### config.mk
export PLATFORM = sky130hd
export DESIGN_NAME = wbn_arbiter
export DESIGN_NICKNAME = d
export VERILOG_FILES = /design/src/rtl/wbn_pkg.sv /design/src/rtl/wbn_rr_pick.sv /design/src/rtl/wbn_arbiter.sv
export SDC_FILE = /design/constraint.sdc
export NUM_CORES = 1
export LEC_CHECK = 0
export ABC_AREA = 0
export BUFFER_PORTS_ARGS = -buffer_cell sky130_fd_sc_hd__buf_2
export CELL_PAD_IN_SITES_DETAIL_PLACEMENT = 1
export CELL_PAD_IN_SITES_GLOBAL_PLACEMENT = 2
export CORE_MARGIN = 4
export CORE_UTILIZATION = 10
export DETAILED_ROUTE_END_ITERATION = 12
export PLACE_DENSITY = 0.9
export SYNTH_ARGS = -nofsm -noshare
export SYNTH_HDL_FRONTEND = slang
export SYNTH_SLANG_ARGS = --single-unit
### constraint.sdc
create_clock -name clk -period 1.2 [get_ports clk]
set_input_delay 0.18 -clock clk [delete_from_list [all_inputs] [get_ports clk]]
set_output_delay 0.18 -clock clk [all_outputs]
set_load 0.02 [all_outputs]
### src/rtl/wbn_pkg.sv
// wbn_pkg: shared state type, default widths and the round-robin helper
// used by the Wishbone arbiter family.
package wbn_pkg;

  localparam int WBN_AW_DEF = 32;
  localparam int WBN_DW_DEF = 32;
  // Largest master count the round-robin helper can scan.
  localparam int WBN_MAX_N  = 32;
  localparam int WBN_IDX_W  = $clog2(WBN_MAX_N);

  typedef enum logic {
    ST_IDLE = 1'b0,
    ST_BUSY = 1'b1
  } wbn_state_e;

  typedef struct packed {
    logic                 vld;
    logic [WBN_IDX_W-1:0] idx;
  } wbn_pick_t;

  // First requester found scanning last+1, last+2, ... modulo n.
  function automatic wbn_pick_t wbn_rr_next(input logic [WBN_MAX_N-1:0] req,
                                            input int n, input int last);
    wbn_pick_t pick;
    int        cand;
    pick = '0;
    for (int k = 1; k <= WBN_MAX_N; k++) begin
      cand = (last + k) % n;
      if (k <= n && !pick.vld && req[cand[WBN_IDX_W-1:0]]) begin
        pick.vld = 1'b1;
        pick.idx = cand[WBN_IDX_W-1:0];
      end
    end
    return pick;
  endfunction

endpackage

### src/rtl/wbn_rr_pick.sv
// wbn_rr_pick: combinational round-robin picker. Given N request bits and the
// index granted last, returns the next index to grant and whether any exists.
module wbn_rr_pick import wbn_pkg::*; #(
  parameter int N = 2
) (
  input  logic [N-1:0]         req,
  input  logic [$clog2(N)-1:0] last,
  output logic [$clog2(N)-1:0] idx,
  output logic                 vld
);

  localparam int IW = $clog2(N);

  logic [WBN_MAX_N-1:0] req_ext;
  wbn_pick_t            pick;
  // Folds the index bits beyond N so every bit of the helper result is consumed.
  logic                 pick_unused;

  // Widen the request vector to the helper's width and scan it.
  always_comb begin
    req_ext        = '0;
    req_ext[N-1:0] = req;
    pick           = wbn_rr_next(req_ext, N, int'(last));
  end

  assign vld         = pick.vld;
  assign idx         = pick.idx[IW-1:0];
  assign pick_unused = ^pick.idx;

endmodule

### src/rtl/wbn_arbiter.sv
// wbn_arbiter: N-master to 1-slave classic Wishbone arbiter. Round-robin
// grant, bus held for the owner's whole cyc, combinational request and
// response paths while busy. Define WBN_ARBITER_TIMEOUT_EN to add a watchdog
// that answers a transfer stalled for TO cycles with err.
module wbn_arbiter import wbn_pkg::*; #(
  parameter int N  = 2,
  parameter int AW = WBN_AW_DEF,
  parameter int DW = WBN_DW_DEF,
  parameter int SW = DW / 8,
  parameter int TO = 256
) (
  input  logic                 clk,
  input  logic                 rst,
  input  logic [N-1:0]         m_cyc,
  input  logic [N-1:0]         m_we,
  input  logic [N-1:0]         m_stb,
  input  logic [N-1:0][AW-1:0] m_adr,
  input  logic [N-1:0][SW-1:0] m_sel,
  input  logic [N-1:0][DW-1:0] m_dat_w,
  output logic [DW-1:0]        m_dat_r,
  output logic [N-1:0]         m_ack,
  output logic [N-1:0]         m_err,
  output logic [N-1:0]         m_rty,
  output logic                 s_cyc,
  output logic                 s_we,
  output logic                 s_stb,
  output logic [AW-1:0]        s_adr,
  output logic [SW-1:0]        s_sel,
  output logic [DW-1:0]        s_dat_w,
  input  logic [DW-1:0]        s_dat_r,
  input  logic                 s_ack,
  input  logic                 s_err,
  input  logic                 s_rty
);

  localparam int IW = $clog2(N);

  wbn_state_e    state, state_nxt;
  logic [IW-1:0] own, own_nxt;
  logic [IW-1:0] last, last_nxt;
  logic [IW-1:0] pick_idx;
  logic          pick_vld;
  logic          to_fire;

  wbn_rr_pick #(.N(N)) u_pick (
    .req  (m_cyc),
    .last (last),
    .idx  (pick_idx),
    .vld  (pick_vld)
  );

  // Arbitration state; last starts at N-1 so master 0 wins first after reset.
  always_ff @(posedge clk or negedge rst) begin
    if (!rst) begin
      state <= ST_IDLE;
      own   <= '0;
      last  <= IW'(N - 1);
    end else begin
      state <= state_nxt;
      own   <= own_nxt;
      last  <= last_nxt;
    end
  end

  // Grant from idle, or on the owner's release hand straight to the next requester.
  always_comb begin
    state_nxt = state;
    own_nxt   = own;
    last_nxt  = last;
    case (state)
      ST_IDLE: begin
        if (pick_vld) begin
          state_nxt = ST_BUSY;
          own_nxt   = pick_idx;
          last_nxt  = pick_idx;
        end
      end
      ST_BUSY: begin
        if (!m_cyc[own]) begin
          if (pick_vld) begin
            own_nxt  = pick_idx;
            last_nxt = pick_idx;
          end else begin
            state_nxt = ST_IDLE;
          end
        end
      end
      default: state_nxt = ST_IDLE;
    endcase
  end

  // Slave request follows the owner while busy and is quiet otherwise.
  always_comb begin
    s_cyc   = 1'b0;
    s_stb   = 1'b0;
    s_we    = 1'b0;
    s_adr   = '0;
    s_sel   = '0;
    s_dat_w = '0;
    if (state == ST_BUSY) begin
      s_cyc   = m_cyc[own];
      s_stb   = m_stb[own];
      s_we    = m_we[own];
      s_adr   = m_adr[own];
      s_sel   = m_sel[own];
      s_dat_w = m_dat_w[own];
    end
  end

  // Route slave terminations to the owner only while its cycle is on the bus.
  always_comb begin
    m_ack = '0;
    m_err = '0;
    m_rty = '0;
    if (s_cyc) begin
      m_ack[own] = s_ack & ~to_fire;
      m_err[own] = s_err | to_fire;
      m_rty[own] = s_rty & ~to_fire;
    end
  end

  assign m_dat_r = s_dat_r;

`ifdef WBN_ARBITER_TIMEOUT_EN
  localparam int CW = $clog2(TO);

  logic [CW-1:0] to_cnt;
  logic          xfer;
  logic          term;

  assign xfer    = s_cyc & s_stb;
  assign term    = s_ack | s_err | s_rty;
  assign to_fire = xfer && (to_cnt == CW'(TO - 1));

  // Count stalled strobe cycles; any termination, idle strobe or firing restarts it.
  always_ff @(posedge clk or negedge rst) begin
    if (!rst) begin
      to_cnt <= '0;
    end else if (!xfer || term || to_fire) begin
      to_cnt <= '0;
    end else begin
      to_cnt <= to_cnt + 1'b1;
    end
  end
`else
  assign to_fire = 1'b0;
`endif

endmodule

# Yosys cells after proc, flatten, opt, wreduce, memory -nomap -nowiden
# Cells that the tools add are included.
[op_classes]
mul = 0
n_eq_ne = 1
div_mod_pow = 0
n_addsub = 2
n_lt_le_gt_ge = 4
mux = 38
reduce_logical = 3
bitwise = 6
n_shift = 0
[op_table]
columns = ["op", "n"]
rows = [
  ["32-bit 2-to-1 mux", 6],
  ["1-bit 2-to-1 mux", 18],
  ["5-bit by 6-bit less-than comparator with 1-bit output, second input constant", 2],
  ["4-bit 2-to-1 mux", 3],
  ["6-bit 2-to-1 mux", 2],
  ["2-bit AND", 3],
  ["2-bit 2-to-1 mux", 3],
  ["1-bit case mux with 2 select lines", 3],
  ["1-bit binary-select mux with 2-bit select", 2],
  ["1-bit adder, second input constant", 2],
  ["1-bit AND, first input constant", 2],
  ["1-bit logical AND", 2],
  ["1-bit by 2-bit less-than comparator with 1-bit output, second input constant", 1],
  ["2-bit != test, second input constant", 1],
  ["1-bit demux with 1-bit select", 1],
  ["1-bit greater-or-equal comparator, second input constant", 1],
  ["1-bit logical NOT", 1],
  ["1-bit inverter", 1],
]
[totals]
inputBits = 179
regBits = 3
rom_bits = 0
mem_count = 0
output_inout_bits = 109
ram_bits = 0
latchBits = 0
wordCells = 57

# Logic depth before layout (Yosys ltp)
[depth]
ltp_word = 11
mapped_depth = 4
depth_no_buf = 3

# Cells and area by module
# Synthesis repeated with hierarchy kept, for this count alone.
[hier_totals]
cells_unflattened = 212
hier_area_um2 = 1526.5
[modules_own_cells]
columns = ["module", "area_per_inst_um2", "cells_per_inst", "instances", "seq_area_each_um2"]
rows = [
  ["wbn_arbiter", 1512.7, 210, 1, 76.3],
  ["wbn_rr_pick", 13.8, 2, 1, 0.0],
]

# Worst setup path after synthesis
# Ideal clock, no wire load.
[synth_timing]
path_kind = "register -> output"
from = "reg own"
to = "out s_cyc"
t_arrival_ps = 1096
stages_incl_launch_ff = 4
path_slack_ps = -76
path_buffers = 1
t_required_ps = 1020
path_cell_list = "dfrtp_1 > buf_4 > nand2b_1 > a21oi_1"
[synth_between]
elab_chain_len = 3
[synth_lines]
columns = ["item", "line_no", "source"]
rows = [
  ["from (decl)", "wbn_arbiter.sv:39", "logic [IW-1:0] own, own_nxt;"],
  ["from (signal assigned)", "wbn_arbiter.sv:60", "own <= own_nxt;"],
  ["1-bit 2-to-1 mux (implied by the code) (2 in series)", "wbn_arbiter.sv:101", "s_cyc = m_cyc[own];"],
  ["1-bit 2-to-1 mux", "wbn_arbiter.sv:100", "if (state == ST_BUSY) begin"],
  ["to (decl)", "wbn_arbiter.sv:24", "output logic s_cyc,"],
]
# Every way passes these cells. The select of a mux whose other input is x is not followed.

# Worst setup path in the final report
[layout_timing]
from = "reg own"
to = "out s_dat_w[22]"
[layout_between]
elab_chain_len = 3
[layout_lines]
columns = ["item", "line_no", "source"]
rows = [
  ["32-bit 2-to-1 mux (implied by the code) (2 in series)", "wbn_arbiter.sv:106", "s_dat_w = m_dat_w[own];"],
  ["32-bit 2-to-1 mux", "wbn_arbiter.sv:100", ""],
  ["to (decl)", "wbn_arbiter.sv:29", "output logic [DW-1:0] s_dat_w,"],
]
# Every way passes these cells. The select of a mux whose other input is x is not followed.

==> results.txt <==
The flow ran to the end, but the final reports show violations. The checks that failed: negative setup slack. The cell row count came out at 44. The die boundary height came out at 131 um. The worst voltage drop across the vdd grid is 320 uV. The setup path with the least slack is of type reg2out. Port buffering added 223 buffers. The antenna diode count came out at 0. The tool flagged a number of max-cap violations equal to 0. Dividing total power by cell area gives a power density of 857 nW/um^2.

Yosys mapped the design onto 17 distinct sky130hd cell types. The leakage power came out at 1.86 nW. The tightest hold path in the finished design has a slack of 250 ps.

Entering global routing, the biggest net connects 37 pins. The library cells used most frequently in the layout, excluding fill and tap cells, are buf_2, nor2_2, mux2i_1. The type of element launching the critical path is a flip-flop.

The die footprint came out at 17100 um^2. The max-slew violation total from the final report was 0. After clock tree synthesis, the clock-pin slew on the worst setup and hold paths is 30 ps.

The final hold violation count came out at 0. The maximum level of the CTS H-tree is 1. The pre-antenna-repair detailed-routing pass consisted of 3 iterations.

The number of nets in the final layout came out at 606. The final setup slack of the worst path is -468 ps. For this run, the register share of the synthesized area comes to 5.05%. The number of design rule violations left after detail routing came out at 0. The achievable clock frequency is 0.599 GHz. The total clock sinks is 3.

The net load switching power is 0.00125 W. The total global routing track utilization came out at 7.37%. The initial cell density of the core is 10.3%. The detailed router's first-iteration violation count came out at 27. The relative contribution of sequential cells to total power came out at 4.8%. The mean instance size in the synthesized netlist is 7.06 um^2. The final weighted congestion in routability-driven placement is 0.717.

The count of warnings emitted by yosys is 0. The share of final-layout standard cells stronger than drive strength 1 came out at 83.8%. The final setup violation count came out at 77.

The synthesized netlist occupies a cell area of 1510 um^2. The required time reported for the critical path endpoint came out at 1020 ps. Synthesis inferred 3 register bits.

In this run the clock root is driven by a clkbuf_16. The total CTS buffers is 3. The clock skew after layout came out at 0.607 ps. The worst setup path is captured at an output port. Of the total power, the share spent switching nets is 41.5%. The average wire length per cell after detail routing is 13.4 um.

The aggregate global routing overflow is 0. Setup repair after global routing could not meet its margin everywhere. The number of filler cells placed in the layout came out at 1794. In this run the horizontal extent of the chip is 131 um. TritonCTS built the clock tree. The maximum root-to-sink buffer count came out at 2. The post-synthesis net count came out at 393. The time the final worst path needs with I/O delays and setup came out at 1670 ps. The final layout contains routed wiring with a total length of 8200 um.

The share of total power dissipated in combinational logic is 77.5%. The HPWL after detailed placement is 6580 um. Using the TritonRoute via totals, the vias-per-cell ratio works out to 3.75. The total via count in the routed design is 2289.

The area inside the core boundary is 14600 um^2. The total negative slack is -29980 ps. The highest net fanout along the worst path came out at 13. The final critical path takes up 139% of the cycle. The path class of the tightest hold or removal check is in2reg. The via count of the first global-routing pass came out at 2251.

For the worst setup path, the data arrival time is 1490 ps. The number of antenna violations at the first check in global routing came out at 0. Internal power comes to 0.00176 W.

The clock network power share is 17.7%. Leaving out fill and tap cells, the most frequent cell in the layout is buf_2. The remaining antenna violation count came out at 0. The clock reaches the later pin of the worst-skew pair after 220 ps. The boundary pin count came out at 288. The area growth from synthesis to layout is 132%. The first-pass GRT wire length came out at 10300 um. The instance count of the mapped netlist came out at 214.

The slew at the pin with the worst max-slew slack is 214 ps. The normalized max-slew margin is 85.3%.
[worst max-delay path: stages, from the launching register on]
cell and delay, ps:
dfrtp_4 510, buf_12 170, buf_4 160, mux2i_2 220
nor2_2 40, buf_2 160
[area by class of cell]
| type | instances | area, um^2 | area share [%] |
|---|---|---|---|
| inverters | 2 | 8.76 | 0.250 |
| clock buffers | 4 | 78.8 | 2.25 |
| well taps | 184 | 230 | 6.57 |
| flip-flops and latches | 3 | 80.1 | 2.29 |
| repair buffers | 256 | 1720 | 49.0 |
| multi-input cells | 161 | 1390 | 39.7 |
[synth_stat cells]
cell type,instances,area (um^2)
o21ai_0,1,5.00
a22o_1,1,8.76
nor2_1,76,285
o22ai_1,2,12.5
dfrtp_1,2,50.1
dfstp_2,1,26.3
buf_4,33,248
xnor2_1,1,8.76
buf_6,6,67.6
or2_2,1,6.26
nand2_1,6,22.5
buf_2,9,45.0
nand2b_1,1,6.26
inv_1,1,3.75
inv_2,1,3.75
mux2i_1,70,701
a21oi_1,2,10.0
[path summary, 6_finish.rpt]
check                          from          end  slack, ps  cells after the start
max in group asynchronous       rst         last        700                      2
min in group asynchronous       rst        state        300                      2
min                        m_cyc[1]        state        250                      2
max                             own  s_dat_w[22]       -470                      5
min reg2reg                    last         last        590                      2
max reg2reg                     own          own        150                      2
[power groups by stage]
stage | Clock, W | Combinational, W | Sequential, W
floorplan | 0 | 0.00129 | 0.000129
global placement | 0 | 0.00187 | 0.000141
detailed placement | 0 | 0.00189 | 0.000142
CTS | 0.000544 | 0.00199 | 0.000141
global route | 0.000550 | 0.00248 | 0.000149
finish | 0.000531 | 0.00232 | 0.000145
[flip-flops by register name (all words and copies together) (netlist names)]
register	count
own	1
state	1
last	1
[per-layer routing]
metal / vias up / share of wire (%) / GRT usage (%)
li1: 1102 / - / -
met2: 156 / 51 / 14.4
met3: 12 / 13 / 2.32
met1: 1019 / 34 / 7.52
met4: 0 / 1.2 / 1.81
met5: - / 0 / 0
[timing repair]
action,in CTS,in global routing
gates cloned,0,1
pin swaps,0,0
setup endpoints to repair,77,77
setup buffers,1,5
hold buffers,1,0
gates resized for setup,31,88
hold endpoints to repair,3,0
[metrics by stage]
step | total power, W | cells | instance area, um^2 | setup WS (ps) | utilization (%)
floorplan | 0.00142 | 214 | 1660 | -22.2 | -
CTS | 0.00267 | 604 | 3110 | -442 | 21.2
detailed placement | 0.00203 | 598 | 2920 | -207 | 19.9
finish | 0.00300 | 610 | 3500 | -468 | 23.9
global placement | 0.00201 | 598 | 2920 | -191 | 19.9
global route | 0.00318 | 610 | 3500 | -528 | 23.9
[logic make-up (layout without fill, tap and decap cells)]
logic type	Yosys count	count (layout)	share of synthesized area [%]
AOI/OAI and AO/OA	6	6	2.40
xor gates and xnor gates	1	1	0.580
buffers and inverters	50	262	24.4
DFF	3	3	5.05
muxes	70	70	46.4
and+or+nand+nor	84	84	21.2
No activity file was read; power rests on OpenSTA's default activity.
